--- config.mk ---
export PLATFORM = sky130hd
export DESIGN_NAME = serial_alu
export DESIGN_NICKNAME = d
export VERILOG_FILES = /design/src/rtl/serial_alu.sv
export SDC_FILE = /design/constraint.sdc
export NUM_CORES = 1
export LEC_CHECK = 0
export ABC_AREA = 1
export ABC_CLOCK_PERIOD_IN_PS = 5470
export CORE_UTILIZATION = 55
export CTS_BUF_LIST = sky130_fd_sc_hd__clkbuf_2
export DETAILED_ROUTE_END_ITERATION = 6
export PLACE_DENSITY = 0.68
export REMOVE_ABC_BUFFERS = 1
export SKIP_CTS_REPAIR_TIMING = 1
export SLEW_MARGIN = 10
export SYNTH_ARGS = -nofsm -noshare
export SYNTH_HDL_FRONTEND = slang
export SYNTH_SLANG_ARGS = --single-unit
--- constraint.sdc ---
create_clock -name clk -period 5.47 [get_ports clk]
set_input_delay 0.8205 -clock clk [delete_from_list [all_inputs] [get_ports clk]]
set_output_delay 0.8205 -clock clk [all_outputs]
set_load 0.05 [all_outputs]
--- src/rtl/serial_alu.sv ---
// serial_alu: bit-serial RV32 R-type ALU running in lock-step with a 99-cycle register-file frame
module serial_alu #(
    parameter logic [6:0] OPCODE_R = 7'b0110011,
    parameter int         WR_START = 66
) (
    input  logic       clk,
    input  logic       reset,
    input  logic       ins,
    input  logic       rs1,
    input  logic       rs2,
    output logic       rd,
    output logic       enrd,
    output logic       illegal,
    output logic [6:0] cnt
);
    localparam logic [6:0] WS = 7'(WR_START);
    localparam logic [6:0] WE = 7'(WR_START + 31);
    logic [6:0]  cnt_q;
    logic [31:0] ins_q, a_q, b_q, res;
    logic [3:0]  op_q, op_d;
    logic        ill_q, legal_d, win;
    logic [2:0]  f3;
    logic [6:0]  f7;
    logic [4:0]  sh, idx;
    logic        unused;
    assign f3      = ins_q[14:12];
    assign f7      = ins_q[31:25];
    assign legal_d = ins_q[6:0] == OPCODE_R &&
                     (f7 == 7'h00 || (f7 == 7'h20 && (f3 == 3'd0 || f3 == 3'd5)));
    assign op_d    = legal_d ? {f7[5], f3} : 4'd0;
    assign sh      = b_q[4:0];
    assign unused  = ^{ins_q[24:15], ins_q[11:7], f7[6], f7[4:0]};
    // frame counter, serial capture of instruction and operands, decode at cycle 32
    always_ff @(posedge clk) begin
        if (reset || cnt_q == 7'd98) begin
            cnt_q <= 7'd0;
            ins_q <= 32'd0;
            a_q   <= 32'd0;
            b_q   <= 32'd0;
            op_q  <= 4'd0;
            ill_q <= 1'b0;
        end else begin
            cnt_q <= cnt_q + 7'd1;
            if (cnt_q < 7'd32) ins_q <= {ins, ins_q[31:1]};
            if (cnt_q == 7'd32) begin
                op_q  <= op_d;
                ill_q <= !legal_d;
            end
            if (cnt_q >= 7'd34 && cnt_q <= 7'd65) begin
                a_q <= {rs1, a_q[31:1]};
                b_q <= {rs2, b_q[31:1]};
            end
        end
    end
    // 32-bit result from the completed operand buffers; bit 3 of op selects SUB/SRA
    always_comb begin
        res = 32'd0;
        case (op_q)
            4'b0000: res = a_q + b_q;
            4'b1000: res = a_q - b_q;
            4'b0001: res = a_q << sh;
            4'b0010: res = {31'd0, $signed(a_q) < $signed(b_q)};
            4'b0011: res = {31'd0, a_q < b_q};
            4'b0100: res = a_q ^ b_q;
            4'b0101: res = a_q >> sh;
            4'b1101: res = 32'($signed(a_q) >>> sh);
            4'b0110: res = a_q | b_q;
            4'b0111: res = a_q & b_q;
            default: res = 32'd0;
        endcase
    end
    assign win     = cnt_q >= WS && cnt_q <= WE;
    assign idx     = 5'(cnt_q - WS);
    assign enrd    = win && !ill_q;
    assign rd      = enrd && res[idx];
    assign illegal = ill_q;
    assign cnt     = cnt_q;
endmodule

==> results.md, run 1 <==
- Synth Register Bits: ~110
- Nets@finish: ~2600
- Worst-Skew Late Latency: 0.73 ns
- Most frequent CP cell: nand2_1
- Synthesized area: roughly 14000 sq um
- Outcome: complete, but fails checks
- Total GRT Usage: 0.4794
- Most common cell after layout, fill and taps aside: nand2_1
- Clk buf depth: 2
- Wire per inst: around 23 um
- M1 wire length: 25.59 mm
- Share of the synthesized area in the top cell type: 0.1998
- Post-synthesis async set-or-reset flop share: 0
- Syn avg cell area: 5.427 sq um
- Gpl congestion: around 1.1
- Share of cells above drive strength 1: 0.02841
- Die Wd: roughly 160 um
- Worst path max stage delay: just under 0.7 ns
- Tcrit/Tclk final: 0.9699
- Final clock skew: roughly 0.046 ns
- Core ar.: 25250 sq um
- Num ports: 15
- H-tree Lvls: 3
- Post-synthesis sequential area ratio: 0.1525
- Die area: between 20000 and 30000 sq um
- CTS buffer count: 9
- Fmax: around 190 MHz
- Final Core Density: 0.5733
- Slew HR: 0.2817
- Worst Tran Pin Value: approximately 1.1 ns
- Power Total: roughly 1.4 mW
- Drt first-iter violations: 2946
- Vias per cell: approximately 6.3
- Drt drc: 1
- Die H: approximately 160 um
- Worst path required time: roughly 4.7 ns
- Buf/Inv on CP: 4
- Failing checks: design-rule violations
- CP delay by family, top: simple AND/OR/NAND/NOR gates
- Fin. max-slew vios: 0
- PortBufs: 14
- Leak: 7.002 nW
- Grt ovf: 0
- Initial antenna violation count: 1
- Max IR drop VDD: about 0.11 mV
- Number of global-route vias before repair: 16153
- Initial core utilization: 0.5615
- Most frequent cells in the layout: nand2_1 (755), nand3_1 (466), inv_1 (288)
- Met2 Routed Length: ~27 mm
- Setup violations, final: 0
- Critical Path Fanout Max: 8
- Most common flop cell mapped by yosys: dfxtp_1
- Top Layer Used: met4
- Startpoint types: register
- Crit end category: primary output
- Via Count: about 18000
- Fin. Hold Viols: 0
- Register clock-pin slew on the reported worst setup and hold paths: between 0.4 and 0.5 ns
- Post-DP HPWL: 50.48 mm
- Pre-Repair DR Iteration Count: 7
- Synth warnings: 0
- Minimum clock period: about 5.3 ns
- Yosys top cell by area: nand2_1
- Total wire length: about 65 mm
- First-pass GRT wire length: around 95 mm
- Crit path DAT: between 4 and 5 ns
- Number of routed nets with antenna violations: 0
- CTS sink count: approximately 110
- Slowest cell on crit path: dfxtp_1
- Max_cap viols: 0
- Pwr dens: roughly 100 nW/um^2
- TritonCTS clock tree: yes
- Row count: 58
- Met3 WL post-DR: 8.236 mm
- HP Class: reg -> reg
- CTS root buf: clkbuf_2
- Synth cell types: 43
- Top post-synthesis cells by area: nand2_1 (20%), nand3_1 (16%), dfxtp_1 (15%)
- Post-synth EDFFs: 0
- Area Growth Syn to Fin: 2.100%
- Unrepaired setup endpoints after global routing: no
- Pin count of the biggest net entering global routing: 72
- Cell chain of the critical path: inv_1 -> ha_1 -> o21ai_0 -> inv_1 -> nand2_1 -> inv_1 -> nand2_1 -> nand2_1 -> nand2_1 -> nand2_1 -> nand3_1 -> nand3_1 -> nand3_1 -> nand2_1 -> nor2_1 -> nor2_1 -> nor2_1 -> nor2_1 -> nor2_1 -> buf_12
- Worst Setup Path Type: reg -> out
- Synth Instances: approximately 2600
## cells in the mapped netlist (all sizes together), types with 5 or more instances
library cell / count
and2: 7
nand3b: 7
nand3: 466
ha: 106
nor3: 23
buf: 81
nand2: 757
nor4: 6
o211ai: 22
a21oi: 182
a31oi: 5
o22ai: 9
nand4: 37
dfxtp: 108
o221ai: 5
o21bai: 13
inv: 300
nor2: 230
a211oi: 6
clkbuf: 52
o21ai: 171
## state kept, by name (all words and copies together) (netlist names)
name	cells
a_q	32
b_q	32
ins_q	32
cnt	7
op_q	4
illegal	1
## tightest hold or removal path, cell delays in order, from the launching register on
cell	delay, ns
dfxtp_1	0.40
nand2_1	0.07
a21oi_1	0.06
## metrics by stage
stage,instances,TNS (ns),hold slack (ns),setup WS [ns],cell area [sq um]
after global routing,2866,0,0.4849,0.01861,14480
final,2866,0,0.4733,0.1646,14480
after CTS,2864,0,0.4685,0.1671,14470
after global placement,2848,0,0.4478,1.002,14340
after detailed placement,2848,0,0.4535,1.002,14340
after floorplan,2480,-0.02743,0.4419,-0.02743,13550
## report_power, final
part	total, mW	switching (mW)	internal [mW]
sequential	0.803	0.00655	0.796
clock	0.459	0.372	0.0870
combinational	0.158	0.109	0.0494
total	1.42	0.488	0.933
## kinds of logic after synthesis
family,after synthesis,share of synthesized area
buffers and inverters,436,0.1249
DFF,108,0.1525
and+or+nand+nor,1540,0.4657
xor gates and xnor gates,3,0.001853
adders and majority gates,108,0.09635
AOI/OAI and AO/OA,418,0.1587
## final cells by class
class                           count  area (sq um)
Fill cell                        2720         10780
Multi-Input combinational cell   2069         10270
Sequential cell                   108          2166
Inverter                          303          1141
Tap cell                          330         412.9
Timing Repair Buffer               38         355.3
Clock inverter                      7         83.83
Clock buffer                        9         45.04
Antenna cell                        2         5.005
## path summary, 6_finish.rpt
path | slack [ns] | startpoint | endpoint | cells after the start
setup / recovery | 0.16 | a_q[7] | rd | 20
hold / removal | 0.47 | ins_q[16] | ins_q[15] | 2
setup reg to reg | 1.54 | cnt[1] | a_q[20] | 11
hold reg to reg | 0.47 | ins_q[16] | ins_q[15] | 2
## metal layers
layer | global-route usage | vias up
met1 | 0.6413 | 8272
met4 | 0.2332 | 0
met2 | 0.7205 | 1193
met3 | 0.1115 | 255
li1 | - | 8414
met5 | 0 | -
(Power assumes the default switching activity.)
==> run 2, diff against run 1 <==
--- a/config.mk
+++ b/config.mk
@@ -6,11 +6,10 @@
 export NUM_CORES = 1
 export LEC_CHECK = 0
 export ABC_AREA = 1
-export ABC_CLOCK_PERIOD_IN_PS = 5470
-export CORE_UTILIZATION = 55
+export CORE_UTILIZATION = 36
 export CTS_BUF_LIST = sky130_fd_sc_hd__clkbuf_2
 export DETAILED_ROUTE_END_ITERATION = 6
-export PLACE_DENSITY = 0.68
+export PLACE_DENSITY = 0.47
 export REMOVE_ABC_BUFFERS = 1
 export SKIP_CTS_REPAIR_TIMING = 1
 export SLEW_MARGIN = 10
==> run 2 against run 1 <==
  * The flow now finishes without violations
  * Worst hold slack got worse by 0.024 ns
  * First-iteration DRC count decreased by 35%
  * Register-to-register slack gained 0.26 ns
  * Clock power is 0.9% higher
  * Fmax up 0.28%
  * Sequential power barely moved
  * Wire length rose by 13%
  * Critical path depth is 9 lower
==> results.md, run 2 (synthesis results as in run 1) <==
- Outcome: complete, no violations
- TritonCTS clock tree: yes
- Leak: 7.044 nW (+0.59%)
- Most frequent cells in the layout: nand2_1 (754), nand3_1 (466), inv_1 (288)
- Max_cap viols: 0 (unchanged)
- Slew HR: 0.3775 (+0.09579)
- Number of routed nets with antenna violations: 0 (unchanged)
- Number of global-route vias before repair: 16413 (+1.6%)
- CTS buffer count: 9 (unchanged)
- Share of cells above drive strength 1: 0.03780 (+0.009382)
- Fin. Hold Viols: 0 (unchanged)
- CTS sink count: 108 (unchanged)
- Most common cell after layout, fill and taps aside: nand2_1
- Worst-Skew Late Latency: 0.92 ns (+0.19 ns)
- Fmax: 189.0 MHz (+0.28%)
- Place WS: 0.8185 ns (-0.1831 ns)
- Register clock-pin slew on the reported worst setup and hold paths: 0.38 ns (-0.04 ns)
- Total GRT Usage: 0.3579 (-0.1216)
- Initial core utilization: 0.3661 (-0.1954)
- Nets@finish: 2648 (+0.23%)
- First-pass GRT wire length: 107.4 mm (+13%)
- Clk buf depth: 2 (unchanged)
- CTS root buf: clkbuf_2
- Via Count: 17685 (-2.5%)
- Area Growth Syn to Fin: 4.641%
- Tcrit/Tclk final: 0.9672 (-0.002715)
- Startpoint types: register
- Drt drc: 0 (-1)
- Minimum clock period: 5.291 ns (-0.01485 ns)
- Core ar.: 38740 sq um (+53%)
- Setup violations, final: 0 (unchanged)
- Final Core Density: 0.3831 (-0.1902)
- Drt first-iter violations: 1918 (-35%)
- Grt ovf: 0 (unchanged)
- H-tree Lvls: 3 (unchanged)
- Die area: 40190 sq um (+52%)
- Gpl congestion: 1.054 (-5.0%)
- Wire per inst: 23.92 um (+6.3%)
- Row count: 72 (+24%)
- Post-DP HPWL: 58.39 mm (+16%)
- Total wire length: 73.23 mm (+13%)
- PortBufs: 14 (unchanged)
- Pin count of the biggest net entering global routing: 94 (+31%)
- Max IR drop VDD: 0.1224 mV (+13%)
- Final clock skew: 0.09949 ns (+0.05385 ns)
- Worst Setup Path Type: reg -> out
- Die H: 200.5 um (+23%)
- Post-route cell area: 14840 sq um (+2.5%)
- Crit end category: primary output
- Critical Path Fanout Max: 13 (+5)
- Vias per cell: 5.778 (-8.7%)
- Num ports: 15 (unchanged)
- Post-DP Area: 14650 sq um (+2.2%)
- Unrepaired setup endpoints after global routing: no
- Die Wd: 200.5 um (+23%)
- Pre-Repair DR Iteration Count: 7 (unchanged)
- Crit path DAT: 4.47 ns (about the same)
- Initial antenna violation count: 4 (+3)
- Worst Tran Pin Value: 0.9327 ns (-0.1381 ns)
- Pwr dens: 96.25 nW/um^2 (-1.9%)
- Worst path required time: 4.65 ns (about the same)
- Fin. max-slew vios: 0 (unchanged)
- Biggest regs: a_q: 32 flops, b_q: 32 flops, ins_q: 32 flops
- Final setup margin: 0.1794 ns (+0.01485 ns)
- HP Class: reg -> reg
[run 2: cell types whose count changed in the layout (fill, tap and decap cells not counted), sizes merged]
| cell | change |
|---|---|
| clkbuf | +1 |
| buf | +5 |
| diode | +1 |
[run 2: critical path, cell delays in order, from the launching register on]
cell,delay [ns]
dfxtp_1,0.88
clkinv_1,0.66
ha_1,0.48
a21boi_0,0.17
a31oi_1,0.17
inv_1,0.06
nor3_1,0.31
inv_1,0.14
a31oi_1,0.22
nand2_1,0.10
nor2_2,0.25
buf_12,0.18
[run 2: where the power goes]
group | leakage, nW | internal (mW) | switching [mW]
Clock | 0.0769 | 0.0850 | 0.378
Combinational | 6.09 | 0.0500 | 0.113
Sequential | 0.878 | 0.794 | 0.00884
[run 2: final timing paths]
kind	start	to	slack, ns	cells past startpoint
setup / recovery	cnt[1]	rd	0.18	11
setup reg to reg	cnt[1]	b_q[16]	1.80	10
hold reg to reg	ins_q[9]	ins_q[8]	0.45	2
hold / removal	ins_q[9]	ins_q[8]	0.45	2
[run 2: metrics by stage]
step | cells | hold slack (ns) | power, mW | TNS [ns]
2_1_floorplan | 2480 | 0.4419 | 0.9077 | -0.02743
3_3_place_gp | 3042 | 0.4472 | 0.9750 | 0
5_1_grt | 3060 | 0.4073 | 1.488 | 0
4_1_cts | 3058 | 0.4073 | 1.448 | -0.1956
6_report | 3061 | 0.4497 | 1.428 | 0
3_5_place_dp | 3042 | 0.4505 | 0.9737 | 0
[run 2: metal layers]
metal,track usage,vias to the layer above,routed length (um)
met3,0.06786,151,6344
met2,0.5537,772,31590
li1,-,8408,-
met4,0.1322,2,2471
met5,0,-,12
met1,0.4911,8352,32810
[run 2: final cells by class]
class	instances	area [sq um]
fillers	4520	23900
inverters	303	1141
multi-input cells	2069	10300
diodes	3	7.507
flip-flops and latches	108	2186
repair buffers	44	431.7
clock inverters	7	81.33
clock buffers	9	45.04
well taps	518	648.1
